===== src/rtl/ncr5380_lite_if.sv =====
// CPU-side and SCSI-side signal bundle for the ncr5380_lite initiator.
// slave = controller view, master = CPU plus target view.
interface ncr5380_lite_if;
   logic       cs;
   logic       we;
   logic [2:0] rs;
   logic [7:0] wdata;
   logic [7:0] rdata;
   logic       dack;
   logic       dreq;
   logic       irq;
   logic       scsi_rst;
   logic       scsi_sel;
   logic       scsi_atn;
   logic       scsi_ack;
   logic [7:0] scsi_dout;
   logic       scsi_bsy;
   logic       scsi_req;
   logic       scsi_msg;
   logic       scsi_cd;
   logic       scsi_io;
   logic [7:0] scsi_din;

   modport slave (
      input  cs, we, rs, wdata, dack,
      input  scsi_bsy, scsi_req, scsi_msg, scsi_cd, scsi_io, scsi_din,
      output rdata, dreq, irq,
      output scsi_rst, scsi_sel, scsi_atn, scsi_ack, scsi_dout
   );

   modport master (
      output cs, we, rs, wdata, dack,
      output scsi_bsy, scsi_req, scsi_msg, scsi_cd, scsi_io, scsi_din,
      input  rdata, dreq, irq,
      input  scsi_rst, scsi_sel, scsi_atn, scsi_ack, scsi_dout
   );
endinterface


===== src/rtl/ncr5380_lite.sv =====
// Reduced NCR 5380 initiator: PIO bus control plus pseudo-DMA REQ/ACK engine.
// Define NCR_IRQ_EN to build the interrupt flag and irq output.
module ncr5380_lite #(
   parameter int ACK_HOLD = 2
) (
   input logic            clk,
   input logic            reset,
   ncr5380_lite_if.slave  bus
);
   typedef enum logic [2:0] {IDLE, WREQ, WCPU, ACK, WREL} state_t;

   localparam logic [7:0] HOLD_LAST = 8'(ACK_HOLD - 1);

   state_t     state;
   logic [7:0] odr;
   logic [7:0] idr;
   logic [7:0] icr;
   logic [7:0] mr;
   logic [2:0] tcr;
   logic       rx_mode;
   logic       fsm_ack;
   logic       dreq_r;
   logic [7:0] hold_cnt;
   logic       irq_flag;
   logic [7:0] rdata_c;

   logic wr;
   logic phase_match;
   logic dma_send;
   logic bsy_abort;
   logic mr_abort;
   logic dack_hit;

   assign wr          = bus.cs & bus.we;
   assign phase_match = ({bus.scsi_msg, bus.scsi_cd, bus.scsi_io} == tcr);
   assign dma_send    = (state != IDLE) & ~rx_mode;
   assign bsy_abort   = (state != IDLE) & ~bus.scsi_bsy;
   assign mr_abort    = wr & (bus.rs == 3'd2) & ~bus.wdata[1];
   assign dack_hit    = bus.dack & (state == WCPU);

   always_ff @(posedge clk or posedge reset) begin
      if (reset) begin
         icr <= 8'h00;
         mr  <= 8'h00;
         tcr <= 3'b000;
      end else if (wr) begin
         case (bus.rs)
            3'd1:    icr <= bus.wdata & 8'h97;
            3'd2:    mr  <= bus.wdata;
            3'd3:    tcr <= bus.wdata[2:0];
            default: ;
         endcase
      end
   end

   // ODR is shared between CPU writes and DMA send; the CPU loses while sending.
   always_ff @(posedge clk or posedge reset) begin
      if (reset) begin
         state    <= IDLE;
         odr      <= 8'h00;
         idr      <= 8'h00;
         rx_mode  <= 1'b0;
         fsm_ack  <= 1'b0;
         dreq_r   <= 1'b0;
         hold_cnt <= 8'h00;
      end else begin
         if (wr && bus.rs == 3'd0 && !dma_send)
            odr <= bus.wdata;
         if (bsy_abort || (state != IDLE && mr_abort)) begin
            state   <= IDLE;
            fsm_ack <= 1'b0;
            dreq_r  <= 1'b0;
         end else begin
            unique case (state)
               IDLE: begin
                  if (wr && mr[1] && (bus.rs == 3'd5 || bus.rs == 3'd7)) begin
                     state   <= WREQ;
                     rx_mode <= (bus.rs == 3'd7);
                  end
               end
               WREQ: begin
                  if (bus.scsi_req) begin
                     if (phase_match) begin
                        if (rx_mode)
                           idr <= bus.scsi_din;
                        dreq_r <= 1'b1;
                        state  <= WCPU;
                     end else begin
                        dreq_r <= 1'b0;
                        state  <= IDLE;
                     end
                  end
               end
               WCPU: begin
                  if (bus.dack) begin
                     if (!rx_mode)
                        odr <= bus.wdata;
                     dreq_r  <= 1'b0;
                     fsm_ack <= 1'b1;
                     state   <= ACK;
                  end
               end
               ACK: begin
                  if (!bus.scsi_req) begin
                     hold_cnt <= 8'h00;
                     state    <= WREL;
                  end
               end
               WREL: begin
                  if (hold_cnt == HOLD_LAST) begin
                     fsm_ack <= 1'b0;
                     state   <= WREQ;
                  end else begin
                     hold_cnt <= hold_cnt + 8'h01;
                  end
               end
               default: state <= IDLE;
            endcase
         end
      end
   end

`ifdef NCR_IRQ_EN
   logic ph_abort;
   assign ph_abort = (state == WREQ) & bus.scsi_req & ~phase_match;

   always_ff @(posedge clk or posedge reset) begin
      if (reset)
         irq_flag <= 1'b0;
      else if (bsy_abort || ph_abort)
         irq_flag <= 1'b1;
      else if (bus.cs && !bus.we && bus.rs == 3'd7)
         irq_flag <= 1'b0;
   end
`else
   assign irq_flag = 1'b0;
`endif

   always_comb begin
      rdata_c = 8'h00;
      if (dack_hit && rx_mode) begin
         rdata_c = idr;
      end else begin
         case (bus.rs)
            3'd0: rdata_c = bus.scsi_din;
            3'd1: rdata_c = icr;
            3'd2: rdata_c = mr;
            3'd3: rdata_c = {5'b00000, tcr};
            3'd4: rdata_c = {icr[7], bus.scsi_bsy, bus.scsi_req, bus.scsi_msg,
                             bus.scsi_cd, bus.scsi_io, icr[2], 1'b0};
            3'd5: rdata_c = {1'b0, dreq_r, 1'b0, irq_flag, phase_match,
                             2'b00, icr[1]};
            3'd6: rdata_c = idr;
            default: rdata_c = 8'h00;
         endcase
      end
   end

   assign bus.rdata     = rdata_c;
   assign bus.dreq      = dreq_r;
   assign bus.irq       = irq_flag;
   assign bus.scsi_rst  = icr[7];
   assign bus.scsi_sel  = icr[2];
   assign bus.scsi_atn  = icr[1];
   assign bus.scsi_ack  = icr[4] | fsm_ack;
   assign bus.scsi_dout = (icr[0] || dma_send) ? odr : 8'h00;
endmodule

===== src/flat_wrapper.sv =====
// flat-port wrapper written by rule: the top's interface ports become plain ports
module ncr5380_lite_flat 
#(
   parameter int ACK_HOLD = 2
)
  (clk, reset, bus_cs, bus_we, bus_rs, bus_wdata, bus_dack, bus_scsi_bsy, bus_scsi_req, bus_scsi_msg, bus_scsi_cd, bus_scsi_io, bus_scsi_din, bus_rdata, bus_dreq, bus_irq, bus_scsi_rst, bus_scsi_sel, bus_scsi_atn, bus_scsi_ack, bus_scsi_dout);
  ncr5380_lite_if bus_i ();
  input logic clk;
  input logic reset;
  input wire logic [$bits(bus_i.cs)-1:0] bus_cs;
  input wire logic [$bits(bus_i.we)-1:0] bus_we;
  input wire logic [$bits(bus_i.rs)-1:0] bus_rs;
  input wire logic [$bits(bus_i.wdata)-1:0] bus_wdata;
  input wire logic [$bits(bus_i.dack)-1:0] bus_dack;
  input wire logic [$bits(bus_i.scsi_bsy)-1:0] bus_scsi_bsy;
  input wire logic [$bits(bus_i.scsi_req)-1:0] bus_scsi_req;
  input wire logic [$bits(bus_i.scsi_msg)-1:0] bus_scsi_msg;
  input wire logic [$bits(bus_i.scsi_cd)-1:0] bus_scsi_cd;
  input wire logic [$bits(bus_i.scsi_io)-1:0] bus_scsi_io;
  input wire logic [$bits(bus_i.scsi_din)-1:0] bus_scsi_din;
  output wire logic [$bits(bus_i.rdata)-1:0] bus_rdata;
  output wire logic [$bits(bus_i.dreq)-1:0] bus_dreq;
  output wire logic [$bits(bus_i.irq)-1:0] bus_irq;
  output wire logic [$bits(bus_i.scsi_rst)-1:0] bus_scsi_rst;
  output wire logic [$bits(bus_i.scsi_sel)-1:0] bus_scsi_sel;
  output wire logic [$bits(bus_i.scsi_atn)-1:0] bus_scsi_atn;
  output wire logic [$bits(bus_i.scsi_ack)-1:0] bus_scsi_ack;
  output wire logic [$bits(bus_i.scsi_dout)-1:0] bus_scsi_dout;
  assign bus_i.cs = bus_cs;
  assign bus_i.we = bus_we;
  assign bus_i.rs = bus_rs;
  assign bus_i.wdata = bus_wdata;
  assign bus_i.dack = bus_dack;
  assign bus_i.scsi_bsy = bus_scsi_bsy;
  assign bus_i.scsi_req = bus_scsi_req;
  assign bus_i.scsi_msg = bus_scsi_msg;
  assign bus_i.scsi_cd = bus_scsi_cd;
  assign bus_i.scsi_io = bus_scsi_io;
  assign bus_i.scsi_din = bus_scsi_din;
  assign bus_rdata = bus_i.rdata;
  assign bus_dreq = bus_i.dreq;
  assign bus_irq = bus_i.irq;
  assign bus_scsi_rst = bus_i.scsi_rst;
  assign bus_scsi_sel = bus_i.scsi_sel;
  assign bus_scsi_atn = bus_i.scsi_atn;
  assign bus_scsi_ack = bus_i.scsi_ack;
  assign bus_scsi_dout = bus_i.scsi_dout;
  ncr5380_lite #(.ACK_HOLD(ACK_HOLD)) u_core (.clk(clk), .reset(reset), .bus(bus_i));
endmodule

===== config.mk =====
export PLATFORM = sky130hd
export DESIGN_NAME = ncr5380_lite_flat
export DESIGN_NICKNAME = d
export VERILOG_FILES = /design/src/rtl/ncr5380_lite_if.sv /design/src/rtl/ncr5380_lite.sv /design/src/flat_wrapper.sv
export SDC_FILE = /design/constraint.sdc
export NUM_CORES = 1
export LEC_CHECK = 0
export CORE_AREA = 4 4 60 116
export DETAILED_ROUTE_END_ITERATION = 8
export DIE_AREA = 0 0 64 120
export PLACE_DENSITY = 0.72
export SLEW_MARGIN = 20
export SYNTH_ARGS = -nofsm -noshare
export SYNTH_HDL_FRONTEND = slang
export SYNTH_SLANG_ARGS = --single-unit

===== constraint.sdc =====
create_clock -name clk -period 2.6 [get_ports clk]
set_input_delay 0.26 -clock clk [delete_from_list [all_inputs] [get_ports clk]]
set_output_delay 0.26 -clock clk [all_outputs]
set_load 0.02 [all_outputs]

==> impl_results.md, run 1 <==
- Status: completed
- Int Pwr: 1.81 mW
- Largest net degree at the start of global routing: 25
- Slew margin rel.: 65.4%
- Total Wirelength: 6.71 mm
- Worst Hold Class: in2async
- Iteration-0 DRC Markers: 72
- Clock Root Buffer: clkbuf_16
- Max clock buf depth: 2
- Synth Flop Type: dfrtp_1
- Sw power: 916 uW
- Synthesized flop and latch total: 46
- Part of the cycle the worst path needs: 96.0%
- Filler Cells Inserted: 539
- Clk slew on worst S/H paths: roughly 0.060 ns
- Via count: 2182
- Grt ovf: 0
- Worst EP required: approximately 2.3 ns
- Num CTS Buffers: 5
- FF-to-FF setup slack: ~0.43 ns
- Die Ht: about 120 um
- Max FO, Critical Path: 10
- Logic pwr share: 37.8%
- Setup CP Type: reg2out
- Area leader, netlist: dfrtp_1
- Row count: 40
- Clock skew: 0.00362 ns
- Tmin final: about 2.5 ns
- Library cells used by synthesis: 50
- Mean Syn Cell Area: around 11 sq um
- H-tree depth: 2
- EDFF count, synth: 0
- Share of layout cells above drive strength 1: 27.4%
- Synth top area cells: dfrtp_1 (43%), mux2_2 (15%), mux4_2 (3.4%)
- WL/cell: 16.7 um
- Placer Congestion: between 0.8 and 0.9
- Avg Vias per Cell: 5.44
- Clock sink count: 46
- Pwr Density: 764 nW/um^2
- Seq pwr share: 40.0%
- Antenna cell count: 0
- DRT Pass-1 Iters: 4
- Synth warn: 0
- Residual DRC: 0
- Fmax: 400 MHz
- Slew @ Worst Pin: just over 0.5 ns
- Final layout net count: 348
- Final Hold Fails: 0
- Post-Syn Nets: 277
- Num ports: between 50 and 60
- Max VDD drop: ~0.00056 V
- Worst R2R Start: u_core.state[0]$_DFFE_PP0P_
- Place WS: -0.0614 ns
- Area growth from synthesis to layout: 33.7%
- Seq/Total Area, Yosys: 43.1%
- Max_cap viols: 0
- Setup crit end kind: output port
- Final non-filler cell total: 401
- Post-Syn Instances: 246
- Leak pwr: 1.53 nW
- CP startpoint kind: register
- R2r worst-path depth: 6
- # hold bufs at CTS: 0
- Die W: 64 um
- Top-area cell type share of the netlist area: around 43%
- I/O Buffers: just under 50
- Initial core utilization: 44.1%
- Core area: 6060 sq um
- Setup Viol. Count Final: 0
- Sw Share: between 30% and 40%
- First-pass GRT wire length: between 10 and 15 mm
- Global router's overall resource usage: about a fifth
- Clk pwr share: 22.1%
- CP arrival: roughly 2.2 ns
- Reg2reg end: u_core.odr[7]$_DFF_PP0_
- Share of synthesized registers carrying an async set or reset: 100%
- Initial antenna violation count: 0
- Final Max Tran Viols: 0
- TritonCTS clock tree: yes
- Die ar.: ~7700 sq um
- HPWL Detailed: ~5.4 mm
- Final worst slack: 0.103 ns
- Clk Latency, worst-skew pair: 0.29 ns
- Vias in the first global route: 2266
- Final ANT Viol Nets: 0
- Placed Cells incl. Taps: ~390
- Syn Std Cell Area: approximately 2700 sq um
-- layout make-up --
type	count	area, sq um	area share [%]
Tap cell	84	105	2.94
Multi-Input combinational cell	181	1440	40.3
Clock buffer	5	125	3.50
Sequential cell	46	1150	32.2
Timing Repair Buffer	76	714	20.0
Clock inverter	2	10.0	0.280
Inverter	7	26.3	0.736
-- cells by family (layout without fill, tap and decap cells) --
group	after synthesis	count (layout)	synth area share [%]
and+or+nand+nor	82	82	16.4
DFF	46	46	43.1
muxes	44	44	20.0
AOI/OAI and AO/OA	42	42	12.6
buffers and inverters	19	90	3.51
xor gates and xnor gates	10	10	3.28
adders and majority gates	2	2	0.937
other	1	1	0.140
-- sequential cells by signal, summed over array words and instances (netlist names) --
| name | flops |
|---|---|
| u_core.state | 3 |
| u_core.tcr | 3 |
| u_core.fsm_ack | 1 |
| u_core.odr | 8 |
| u_core.idr | 8 |
| u_core.hold_cnt | 8 |
| u_core.bus.dreq | 1 |
| u_core.rx_mode | 1 |
| u_core.mr | 8 |
| u_core.icr | 5 |
-- routing by layer --
metal | routed length [um] | GRT usage [%] | vias up
li1 | - | - | 1036
met1 | 2310 | 19.4 | 1073
met2 | 3950 | 35.9 | 59
met3 | 248 | 3.09 | 14
met4 | 189 | 9.47 | 0
met5 | 0 | 0 | -
-- worst max path at each step --
stage,start,endpoint,slack (ns),cells after the start
after floorplan,u_core.hold_cnt[1]$_DFFE_PP0P_,u_core.hold_cnt[0]$_DFFE_PP0P_,0.51,7
after global placement,bus_rs[1],bus_rdata[2],-0.04,6
after detailed placement,bus_rs[1],bus_rdata[5],-0.06,8
after CTS,u_core.state[1]$_DFFE_PP0P_,bus_scsi_dout[0],0.0002,5
after global routing,u_core.state[0]$_DFFE_PP0P_,bus_scsi_dout[2],-0.03,5
final,u_core.state[0]$_DFFE_PP0P_,bus_scsi_dout[0],0.10,5
-- power by group through the flow --
stage	combinational [mW]	clock [mW]	sequential (mW)
global placement	1.03	0	1.10
floorplan	0.657	0	1.06
CTS	1.04	0.618	1.09
detailed placement	1.04	0	1.11
global route	1.13	0.653	1.12
finish	1.03	0.604	1.09
-- placed cells by master, fill, tap and decap left out, types with 6 or more instances in the layout --
master	netlist	routed
a21oi_1	6	6
a221oi_1	6	6
and2_1	10	10
buf_4	3	25
clkdlybuf4s50_1	0	43
dfrtp_1	46	46
inv_1	7	6
mux2_2	35	35
nand2_1	18	18
nor2_1	18	17
o21ai_0	9	8
xnor2_1	7	7
-- per-stage QoR --
| step | TNS, ns | hold slack (ns) | area, sq um | total power [mW] | util [%] |
|---|---|---|---|---|---|
| 2_1_floorplan | 0 | 0.411 | 2670 | 1.71 | - |
| 3_3_place_gp | -0.0835 | 0.483 | 3430 | 2.12 | 56.6 |
| 3_5_place_dp | -0.123 | 0.487 | 3430 | 2.15 | 56.6 |
| 4_1_cts | 0 | 0.347 | 3560 | 2.75 | 58.7 |
| 5_1_grt | -0.167 | 0.398 | 3570 | 2.90 | 59.0 |
| 6_report | 0 | 0.331 | 3570 | 2.73 | 59.0 |
-- synthesized netlist by cell type (2+ instances only) --
cell type / count
dfrtp_1: 46
mux2_2: 35
nand2_1: 18
nor2_1: 18
and2_1: 10
o21ai_0: 9
inv_1: 7
xnor2_1: 7
a21oi_1: 6
a221oi_1: 6
clkbuf_1: 5
mux2i_1: 5
nor2b_1: 5
a31oi_1: 4
and3_1: 4
mux4_2: 4
nand3_1: 4
nand3b_1: 4
nand4_1: 4
nor3_1: 4
buf_4: 3
nand2b_1: 3
o211ai_1: 3
xor2_1: 3
buf_2: 2
ha_1: 2
nor3b_1: 2
-- worst max-delay path, cell delays in order (launching register included) --
cell             delay, ns
dfrtp_1               0.39
buf_4                 0.17
nor3_1                0.41
o21bai_2              0.22
and2_1                0.21
clkdlybuf4s50_1       0.53
-- timing repair --
action,CTS,global route
resized for setup,5,6
endpoints found under the setup margin,5,10
buffers inserted,0,0
gates cloned,0,0
hold endpoints to repair,0,0
Power figures use the tool's default switching activity.
==> run 2, diff against run 1 <==
- ABC_CLOCK_PERIOD_IN_PS: default -> 2600
==> results of run 2 <==
Same layout as run 1: the final DEF is identical, and so are final timing and power.
==> run 3, diff against run 2 <==
- CELL_PAD_IN_SITES_DETAIL_PLACEMENT: default -> 1
- CELL_PAD_IN_SITES_GLOBAL_PLACEMENT: default -> 2
- CORE_AREA: 4 4 60 116 -> 4 4 68 133
- CTS_BUF_LIST: default -> sky130_fd_sc_hd__clkbuf_4 sky130_fd_sc_hd__clkbuf_8
- DIE_AREA: 0 0 64 120 -> 0 0 72 137
- PLACE_DENSITY: 0.72 -> default
- PLACE_DENSITY_LB_ADDON: default -> 0.25
==> run 3 against run 2 <==
Compared with the run above: core utilization is 14 points lower; first-iteration DRC count is 39% higher; critical path depth rose by 2; worst hold slack worse by 0.040 ns; power shrank 2.7%; die area rose by 28%; cell count is 3.7% higher; setup slack got worse by 0.014 ns; clock skew is essentially flat; critical endpoint is now bus_rdata[7].
==> impl_results.md, run 3 (same netlist as run 1, synthesis figures left out) <==
- Status: completed (unchanged)
- TritonCTS clock tree: yes (unchanged)
- CP startpoint kind: input port (was register)
- Non-Filler Cell Area, Final: 3560 sq um (was 3570 sq um)
- Max VDD drop: 0.000323 V (was 0.000561 V)
- I/O Buffers: 49 (unchanged)
- DP Area: 3460 sq um (was 3430 sq um)
- H-tree depth: 2 (unchanged)
- Tmin final: 2.51 ns (was 2.50 ns)
- Setup Viol. Count Final: 0 (unchanged)
- Slowest-stage cell, CP: clkdlybuf4s50_1 (unchanged)
- Final layout net count: 350 (was 348)
- Via count: 2215 (was 2182)
- Initial core utilization: 33.6% (was 44.1%)
- Worst Hold Class: in2async (unchanged)
- Grt ovf: 0 (unchanged)
- Share of layout cells above drive strength 1: 27.5% (was 27.4%)
- Post-layout util: 44.8% (was 59.0%)
- Final Max Tran Viols: 0 (unchanged)
- Worst EP required: 2.34 ns (about the same)
- Clk Latency, worst-skew pair: 0.31 ns (was 0.29 ns)
- RSZ-0062 raised after global routing: no
- CP arrival: 2.25 ns (was 2.24 ns)
- Core area: 7940 sq um (was 6060 sq um)
- Avg Vias per Cell: 5.32 (was 5.44)
- Leak pwr: 1.54 nW (was 1.53 nW)
- # hold bufs at CTS: 0 (unchanged)
- Die Ht: 137 um (was 120 um)
- Die W: 72 um (was 64 um)
- Fmax: 398 MHz (was 400 MHz)
- Hold WS: 0.291 ns (was 0.331 ns)
- Clock sink count: 46 (unchanged)
- Iteration-0 DRC Markers: 100 (was 72)
- Final Hold Fails: 0 (unchanged)
- Family with the most delay on the worst path: buffers and inverters (unchanged)
- Pwr Density: 747 nW/um^2 (was 764 nW/um^2)
- Post-CTS sizing: 6 (was 5)
- Max clock buf depth: 2 (unchanged)
- Die ar.: 9860 sq um (was 7680 sq um)
- Clock Root Buffer: clkbuf_8 (was clkbuf_16)
- Placer Congestion: 0.762 (was 0.852)
- Global router's overall resource usage: 17.6% (was 19.0%)
- Final worst slack: 0.0890 ns (was 0.103 ns)
- Most frequent cells in the layout: dfrtp_1 (46), clkdlybuf4s50_1 (42), mux2_2 (35) (was dfrtp_1 (46), clkdlybuf4s50_1 (43), mux2_2 (35))
- Clock skew: 0.00398 ns (was 0.00362 ns)
- Initial antenna violation count: 0 (unchanged)
- Part of the cycle the worst path needs: 96.6% (was 96.0%)
- Largest net degree at the start of global routing: 47 (was 25)
- CP Buf/Inv Count: 4 (was 2)
- WL/cell: 19.5 um (was 16.7 um)
- Num CTS Buffers: 5 (unchanged)
- Final ANT Viol Nets: 0 (unchanged)
- Crit path depth: 7 (was 5)
- R2r worst-path depth: 7 (was 6)
- Place WS: -0.0795 ns (was -0.0614 ns)
- Max FO, Critical Path: 9 (was 10)
- Setup crit end kind: output port (unchanged)
- Antenna cell count: 0 (unchanged)
- Setup CP Type: in2out (was reg2out)
- DRT Pass-1 Iters: 5 (was 4)
- HPWL Detailed: 6.49 mm (was 5.40 mm)
- Crit-path max cell delay: 0.54 ns (was 0.53 ns)
- Vias in the first global route: 2366 (was 2266)
- Area growth from synthesis to layout: 33.3% (was 33.7%)
- First-pass GRT wire length: 12.9 mm (was 11.2 mm)
- Clk slew on worst S/H paths: 0.08 ns (was 0.06 ns)
- Most common cell after layout, fill and taps aside: dfrtp_1 (unchanged)
- Post CTS Setup Buffer Count: 0 (unchanged)
- Row count: 46 (was 40)
- Num ports: 51 (unchanged)
- Total Wirelength: 8.11 mm (was 6.71 mm)
- Residual DRC: 0 (unchanged)
- Crit path cell chain: clkdlybuf4s50_1, buf_4, buf_4, mux4_2, nand2b_1, a31oi_1, clkdlybuf4s50_1 (was buf_4, nor3_1, o21bai_2, and2_1, clkdlybuf4s50_1)
- Setup TNS Final: 0 ns (unchanged)
- Max_cap viols: 0 (unchanged)
-- run 3: final timing paths --
check	from	to	slack, ns
min in group clk	u_core.odr[6]$_DFF_PP0_	u_core.odr[6]$_DFF_PP0_	0.50
max in group asynchronous	reset	u_core.idr[3]$_DFFE_PP0P_	2.08
setup / recovery	bus_rs[1]	bus_rdata[7]	0.09
hold reg to reg	u_core.odr[6]$_DFF_PP0_	u_core.odr[6]$_DFF_PP0_	0.50
hold / removal	reset	u_core.odr[4]$_DFF_PP0_	0.29
setup reg to reg	u_core.hold_cnt[1]$_DFFE_PP0P_	u_core.hold_cnt[0]$_DFFE_PP0P_	0.31
-- run 3: report_power, final --
group	internal [mW]	switching (mW)	total (mW)	leakage (nW)
Clock	0.225	0.253	0.478	0.0517
Combinational	0.566	0.515	1.08	0.917
Sequential	0.916	0.181	1.10	0.569
-- run 3: area by class of cell --
class | instances | area (sq um)
clock inverter | 1 | 5.00
clock buffer | 7 | 90.1
sequential | 46 | 1150
fill | 901 | 4380
timing repair buffer | 78 | 732
tap | 96 | 120
inverter | 7 | 26.3
multi-input combinational | 181 | 1440
-- run 3: metal layers --
layer | up-vias | share of wire [%] | GRT usage, %
met5 | - | 0 | 0
met4 | 0 | 4.7 | 8.26
met3 | 18 | 2.6 | 2.79
met2 | 41 | 59 | 34.4
met1 | 1117 | 34 | 17.3
li1 | 1039 | - | -
-- run 3: worst reg2reg max path, delay by kind of cell, from the launching register on --
family | cells | cell delay, ns
muxes | 1 | 0.34
DFF | 1 | 0.45
adders and majority gates | 1 | 0.17
and+or+nand+nor | 3 | 0.72
buffers and inverters | 1 | 0.08
AOI/OAI and AO/OA | 1 | 0.41
-- run 3: metrics by stage --
step / power, mW / cells
after floorplan: 1.71 / 246
after global placement: 2.18 / 408
after detailed placement: 2.21 / 408
after CTS: 2.69 / 416
after global routing: 2.83 / 416
final: 2.66 / 416
